[config.mk]
export PLATFORM = sky130hd
export DESIGN_NAME = mpsoc_spram_arbiter
export DESIGN_NICKNAME = d
export VERILOG_FILES = /design/src/rtl/mpsoc_spram_arbiter.sv
export SDC_FILE = /design/constraint.sdc
export NUM_CORES = 1
export LEC_CHECK = 0
export CORE_AREA = 2 2 83 85
export DETAILED_ROUTE_END_ITERATION = 8
export DIE_AREA = 0 0 85 87
export PLACE_DENSITY = 0.78
export SYNTH_ARGS = -nofsm -noshare
export SYNTH_HDL_FRONTEND = slang
export SYNTH_SLANG_ARGS = --single-unit
[constraint.sdc]
create_clock -name HCLK -period 3.23 [get_ports HCLK]
set_clock_uncertainty 0.1 [all_clocks]
set_input_delay 0.8075 -clock HCLK [delete_from_list [all_inputs] [get_ports HCLK]]
set_output_delay 0.8075 -clock HCLK [all_outputs]
set_load 0.02 [all_outputs]
[src/rtl/mpsoc_spram_arbiter.sv]
// Two-port (instruction/data) arbiter in front of a single-port RAM.
// Combinational round-robin grant with a bounded lock, plus read-valid return tracking.
module mpsoc_spram_arbiter #(
  parameter int ADDR_WIDTH = 32,
  parameter int DATA_WIDTH = 16,
  parameter int LOCK_MAX   = 16
) (
  input  logic                      HCLK,
  input  logic                      HRESETn,

  input  logic                      ins_req_i,
  input  logic                      ins_lock_i,
  input  logic                      ins_we_i,
  input  logic [ADDR_WIDTH-1:0]     ins_addr_i,
  input  logic [DATA_WIDTH/8-1:0]   ins_be_i,
  input  logic [DATA_WIDTH-1:0]     ins_data_i,
  output logic                      ins_gnt_o,
  output logic                      ins_rvalid_o,
  output logic [DATA_WIDTH-1:0]     ins_data_o,

  input  logic                      dat_req_i,
  input  logic                      dat_lock_i,
  input  logic                      dat_we_i,
  input  logic [ADDR_WIDTH-1:0]     dat_addr_i,
  input  logic [DATA_WIDTH/8-1:0]   dat_be_i,
  input  logic [DATA_WIDTH-1:0]     dat_data_i,
  output logic                      dat_gnt_o,
  output logic                      dat_rvalid_o,
  output logic [DATA_WIDTH-1:0]     dat_data_o,

  output logic                      req_o,
  output logic                      we_o,
  output logic [ADDR_WIDTH-1:0]     addr_o,
  output logic [DATA_WIDTH/8-1:0]   be_o,
  output logic [DATA_WIDTH-1:0]     data_o,
  input  logic [DATA_WIDTH-1:0]     data_i
);

  localparam int BE_WIDTH = DATA_WIDTH / 8;
  localparam int CW       = $clog2(LOCK_MAX + 1);
  localparam logic [CW-1:0] LOCK_LIMIT = CW'(LOCK_MAX);

  // last: 0 = ins, 1 = dat. When prev_valid is set, last is also the previous-cycle owner.
  logic          last;
  logic          prev_valid;
  logic [CW-1:0] lock_cnt;
  logic          pend_rd;
  logic          rd_dat;

  logic own_req, own_lock, other_req, lock_act;
  logic gnt_ins, gnt_dat, gnt_any, locked_gnt;

  assign own_req   = last ? dat_req_i  : ins_req_i;
  assign own_lock  = last ? dat_lock_i : ins_lock_i;
  assign other_req = last ? ins_req_i  : dat_req_i;
  assign lock_act  = prev_valid & own_req & own_lock;

  always_comb begin
    gnt_ins    = 1'b0;
    gnt_dat    = 1'b0;
    locked_gnt = 1'b0;
    if (HRESETn) begin
      if (lock_act) begin
        // A starved peer breaks the lock once the owner has used its full quota.
        if (other_req && (lock_cnt == LOCK_LIMIT)) begin
          gnt_ins = last;
          gnt_dat = ~last;
        end else begin
          gnt_ins    = ~last;
          gnt_dat    = last;
          locked_gnt = 1'b1;
        end
      end else if (ins_req_i && dat_req_i) begin
        gnt_ins = last;
        gnt_dat = ~last;
      end else begin
        gnt_ins = ins_req_i;
        gnt_dat = dat_req_i;
      end
    end
  end

  assign gnt_any   = gnt_ins | gnt_dat;
  assign ins_gnt_o = gnt_ins;
  assign dat_gnt_o = gnt_dat;

  always_comb begin
    req_o  = 1'b0;
    we_o   = 1'b0;
    addr_o = '0;
    be_o   = '0;
    data_o = '0;
    if (gnt_ins) begin
      req_o  = 1'b1;
      we_o   = ins_we_i;
      addr_o = ins_addr_i;
      be_o   = ins_be_i;
      data_o = ins_data_i;
    end else if (gnt_dat) begin
      req_o  = 1'b1;
      we_o   = dat_we_i;
      addr_o = dat_addr_i;
      be_o   = dat_be_i;
      data_o = dat_data_i;
    end
  end

  always_ff @(posedge HCLK or negedge HRESETn) begin
    if (!HRESETn) begin
      last       <= 1'b0;
      prev_valid <= 1'b0;
      lock_cnt   <= '0;
      pend_rd    <= 1'b0;
      rd_dat     <= 1'b0;
    end else begin
      prev_valid <= gnt_any;
      pend_rd    <= gnt_any & ~we_o;
      if (gnt_any) begin
        last <= gnt_dat;
      end
      if (gnt_any && !we_o) begin
        rd_dat <= gnt_dat;
      end
      // Saturates while the owner keeps the lock and nobody else is waiting.
      if (locked_gnt) begin
        lock_cnt <= (lock_cnt == LOCK_LIMIT) ? lock_cnt : lock_cnt + CW'(1);
      end else begin
        lock_cnt <= '0;
      end
    end
  end

  assign ins_rvalid_o = pend_rd & ~rd_dat;
  assign dat_rvalid_o = pend_rd & rd_dat;
  assign ins_data_o   = data_i;
  assign dat_data_o   = data_i;

  logic [BE_WIDTH-1:0] be_unused;
  assign be_unused = '0;

endmodule

* Word-level counts from Yosys, hierarchy flattened *
Index checks and enable logic that the tools add are counted.

operators by class
  $add $sub $neg = 1
  eq/ne operators = 2
  mux-type cells = 26
  bitwise gates (word level) = 9
  reductions and logical operators = 4

operator list
  kind                                                            number
  32-bit 2-to-1 mux                                               2
  16-bit 2-to-1 mux                                               2
  1-bit 2-to-1 mux                                                18
  5-bit 2-to-1 mux                                                2
  5-bit by 1-bit adder with 5-bit output (second input constant)  1
  1-bit bitwise AND                                               5
  5-bit equality test (second input constant)                     1
  2-bit 2-to-1 mux                                                2
  1-bit logical AND                                               3
  1-bit inverter                                                  3
  2-bit != test (second input constant)                           1
  1-bit zero test                                                 1
  1-bit OR                                                        1

word-level totals
  bits in registers = 9
  bits of input ports = 124
  output and inout bits = 88
  logic and storage cells = 47

* Longest topological paths before layout *
  depth in word-level cells = 9
  mapped depth = 8
  mapped depth without buffers = 6

* Worst setup path after synthesis *
Ideal clock, no wire load.

  kind = input to output
  start = input port ins_lock_i
  end = output port addr_o[19]
  arrival time = 2.082 ns
  required time = 2.322 ns
  slack = 0.240 ns
  cell stages on the path = 5
  path buffers = 1
  cell sequence = nand2_1 or3_4 a211oi_4 buf_6 a22o_1

between the ends
  elaborated cells on any way between the ends = 8
  classes of those cells = 7 x mux; 1 x bitwise

RTL lines
  item               line  text
  from (decl)        12    input logic ins_lock_i,
  1-bit 2-to-1 mux   54    assign own_lock = last ? dat_lock_i : ins_lock_i;
  1-bit bitwise AND  56    assign lock_act = prev_valid & own_req & own_lock;
  1-bit 2-to-1 mux   63    if (lock_act) begin
  1-bit 2-to-1 mux   62    if (HRESETn) begin
  via ins_gnt_o      17    output logic ins_gnt_o,
  32-bit 2-to-1 mux  93    if (gnt_ins) begin
  to (decl)          33    output logic [ADDR_WIDTH-1:0] addr_o,

The timed path passes the listed nets, and every way through them passes these cells.

* Worst setup path after layout *
  start = input port ins_lock_i
  end = output port data_o[1]

between the ends
  longest elaborated chain between the ends = 6
  elaborated cells on any way between the ends = 8
  classes of those cells = 7 x mux; 1 x bitwise

ends and longest elaborated chain
  item                   line  text
  1-bit 2-to-1 mux (*)   54
  1-bit bitwise AND (*)  56
  1-bit 2-to-1 mux       63
  1-bit 2-to-1 mux       62
  16-bit 2-to-1 mux      99    end else if (gnt_dat) begin
  16-bit 2-to-1 mux (*)  93
  to (decl)              35    output logic [DATA_WIDTH-1:0] data_o,

Mark *: on every way between the ends. The rest lies on a longest branch, timed or not.

==> results.md <==
* Crit path launch: ins_lock_i
* Top Ports at 212
* Mapped Area at 1380 um^2
* Core area at between 6000 and 7000 um^2
* Max Freq at between 0.3 and 0.4 GHz
* Placed inst area at 2940 um^2
* Clock-pin slew on the worst setup and hold paths at around 0.040 ns
* Leading cell types in the layout, fill and taps excluded: clkdlybuf4s50_1 (104), buf_6 (56), a22o_1 (50)
* Worst r2r src: lock_cnt[1]
* Crit path kind: in -> out
* Worst hold path type: reg -> reg
* Setup violations, final at 35
* Share of cells above drive strength 1 at between 30 and 40%
* Layout Nets at between 400 and 500
* Initial antenna violation count at 0
* Row cnt at 30
* Area of the multi-input gates at between 800 and 900 um^2
* Bufs on Longest Clock Path at 2
* Worst Hold Depth at 2
* Clk Latency, worst-skew pair at between 0.2 and 0.25 ns
* Tot GR Track Use at 17.7%
* Max-slew headroom at 74.5%
* N_diodes at 0
* Hold_buf cts at 0
* H-Tree Depth at 1
* Startpoint Class: input port
* Drt drc at 0
* Die W at between 80 and 90 um
* Outcome: complete, but fails checks
* DP HPWL at around 4800 um
* First-pass GRT wire length at 10400 um
* Avg Cell Area, Syn at 8.94 um^2
* Slew Viols, Final at 0
* Drt total wl at just over 7000 um
* Number of synthesis warnings at 0
* Largest net degree at the start of global routing at 14
* Fillers at approximately 600
* Worst slew pin tran at 0.380 ns
* Cts bufs inserted at 3
* Vias in the first global route at approximately 2000
* GPL Wtd Cong at 0.790
* Syn nets at 280
* Port bufs at 163
* CTS tree: built
* Fin crit share at 102%
* Failing checks: setup timing
* FF-to-FF path depth at 8
* Startpoint of the worst hold path: rd_dat
* PwrDens at around 250 nW/um^2
* Commonest non-fill, non-tap cell in the layout: clkdlybuf4s50_1
* Worst-path fanout max at 5
* Finished Core Util at between 50% and 60%
* Total gr overflow at 0
* Area growth syn-to-layout at 155%
* Initial DRC count at 31
* Synth cell types at 31
* Seq/Total Area, Yosys at between 10% and 20%
* Unrepaired setup endpoints after global routing: true
* Leakage at approximately 1.5 nW
* Final cell count without fillers at 403
* Finished Cell Area at between 3000 and 4000 um^2
* Clk sinks at 9
* Worst VDD drop at ~0.25 mV
* Final hold violations at 0
* Placed cells at 375
* Synthesized instance count at approximately 150
* DRT antenna net count at 0
* Critical Path RT at approximately 2.3 ns
* Arr. time, crit path at ~2.4 ns
* Register bit total from synthesis at 9
* Final WS setup at -0.0503 ns
* Max-cap violations at 0
* Critical path capture point type: primary output
* Register area at around 230 um^2
* CTS root buffer: clkbuf_8
* Min cycle time layout at around 3.3 ns
* Wire per inst at about 18 um
* Initial core utilization at a little over a fifth
* First-pass DRT Iterations at 4
* Vias per cell at ~4.7
* Die height at about 87 um
* Total die area at 7400 um^2
* Via count at roughly 1900
* Flop-to-flop setup slack at ~1.1 ns
## where the power goes
part / total [mW] / internal (mW) / switching (mW)
logic: 0.599 / 0.366 / 0.233
clock network: 0.135 / 0.0846 / 0.0508
registers: 0.128 / 0.122 / 0.00618
## flip-flops by register name (all words and copies together), names as in the netlist
name / count
rd_dat: 1
pend_rd: 1
prev_valid: 1
last: 1
lock_cnt: 5
## synth_stat cells
| master | instances | area [um^2] |
|---|---|---|
| nand3_1 | 7 | 35.0 |
| a21o_1 | 1 | 7.51 |
| nor4bb_4 | 1 | 25.0 |
| nand4bb_1 | 1 | 11.3 |
| o221a_1 | 1 | 11.3 |
| xor2_1 | 1 | 8.76 |
| nand2_1 | 3 | 11.3 |
| nor2b_1 | 2 | 12.5 |
| buf_4 | 32 | 240 |
| dfrtp_1 | 9 | 225 |
| and3b_1 | 1 | 8.76 |
| nor2_1 | 6 | 22.5 |
| or2_1 | 1 | 6.26 |
| o21ai_0 | 4 | 20.0 |
| a211oi_1 | 1 | 7.51 |
| inv_1 | 4 | 15.0 |
| xnor2_1 | 2 | 17.5 |
| or3_4 | 1 | 11.3 |
| a211oi_4 | 1 | 20.0 |
| o211ai_1 | 1 | 7.51 |
| or4_1 | 1 | 7.51 |
| and2_1 | 1 | 6.26 |
| a22oi_1 | 1 | 7.51 |
| a22o_1 | 50 | 438 |
| ha_1 | 2 | 25.0 |
| nor3_1 | 2 | 10.0 |
| a21oi_1 | 3 | 15.0 |
| and3_1 | 1 | 6.26 |
| nand2b_1 | 1 | 6.26 |
| a31oi_1 | 1 | 6.26 |
| buf_6 | 11 | 124 |
## timing repair
item                                   CTS  global route
buffers inserted                        12             2
endpoints found under the hold margin    0             0
pin swaps                               22            15
cloned                                   9             3
setup endpoints to repair               54            53
gates resized for setup                314            41
## per-stage QoR
step | power, mW | worst slack (ns) | hold WS (ns) | TNS [ns]
finish | 0.862 | -0.0503 | 0.453 | -0.598
global route | 0.906 | -0.118 | 0.515 | -4.31
CTS | 0.834 | -0.0656 | 0.462 | -0.929
detailed placement | 0.615 | -0.753 | 0.453 | -36.62
global placement | 0.610 | -0.711 | 0.445 | -36.25
floorplan | 0.390 | 0.240 | 0.406 | 0
## worst max-delay path, stage by stage
cell     delay (ns)
buf_2          0.09
nand2_2        0.06
or4_4          0.48
and3b_2        0.28
buf_12         0.16
buf_12         0.13
a22o_1         0.22
buf_6          0.14
## metal layers
layer  vias up  wire length (um)  GRT usage (%)
li1        898                 -              -
met1       881              2800           21.1
met2        93              3710           32.1
met3         6               538           4.83
met4         0                29           2.74
met5         -                 0              0
## cell type report
type / instances / share of cell area (%)
clock buffers: 3 / 1.18
clock inverters: 1 / 0.143
multi-input cells: 98 / 22.8
well taps: 80 / 2.85
flip-flops and latches: 9 / 6.41
inverters: 4 / 0.428
repair buffers: 208 / 66.2
## cell families after synthesis
group	synth area share, %
AO/OA/AOI/OAI	39.3
buffers and inverters	27.5
AND/OR/NAND/NOR	13.1
flip-flops	16.4
XOR/XNOR	1.91
adder cells (fa/ha/maj)	1.82
## path summary, 6_finish.rpt
| check | to |
|---|---|
| setup / recovery | data_o[1] |
| hold / removal | rd_dat |
| setup reg to reg | pend_rd |
| hold reg to reg | rd_dat |
| max in group asynchronous | prev_valid |
| min in group asynchronous | last |
Note: power is estimated with default switching activity, not from simulation.
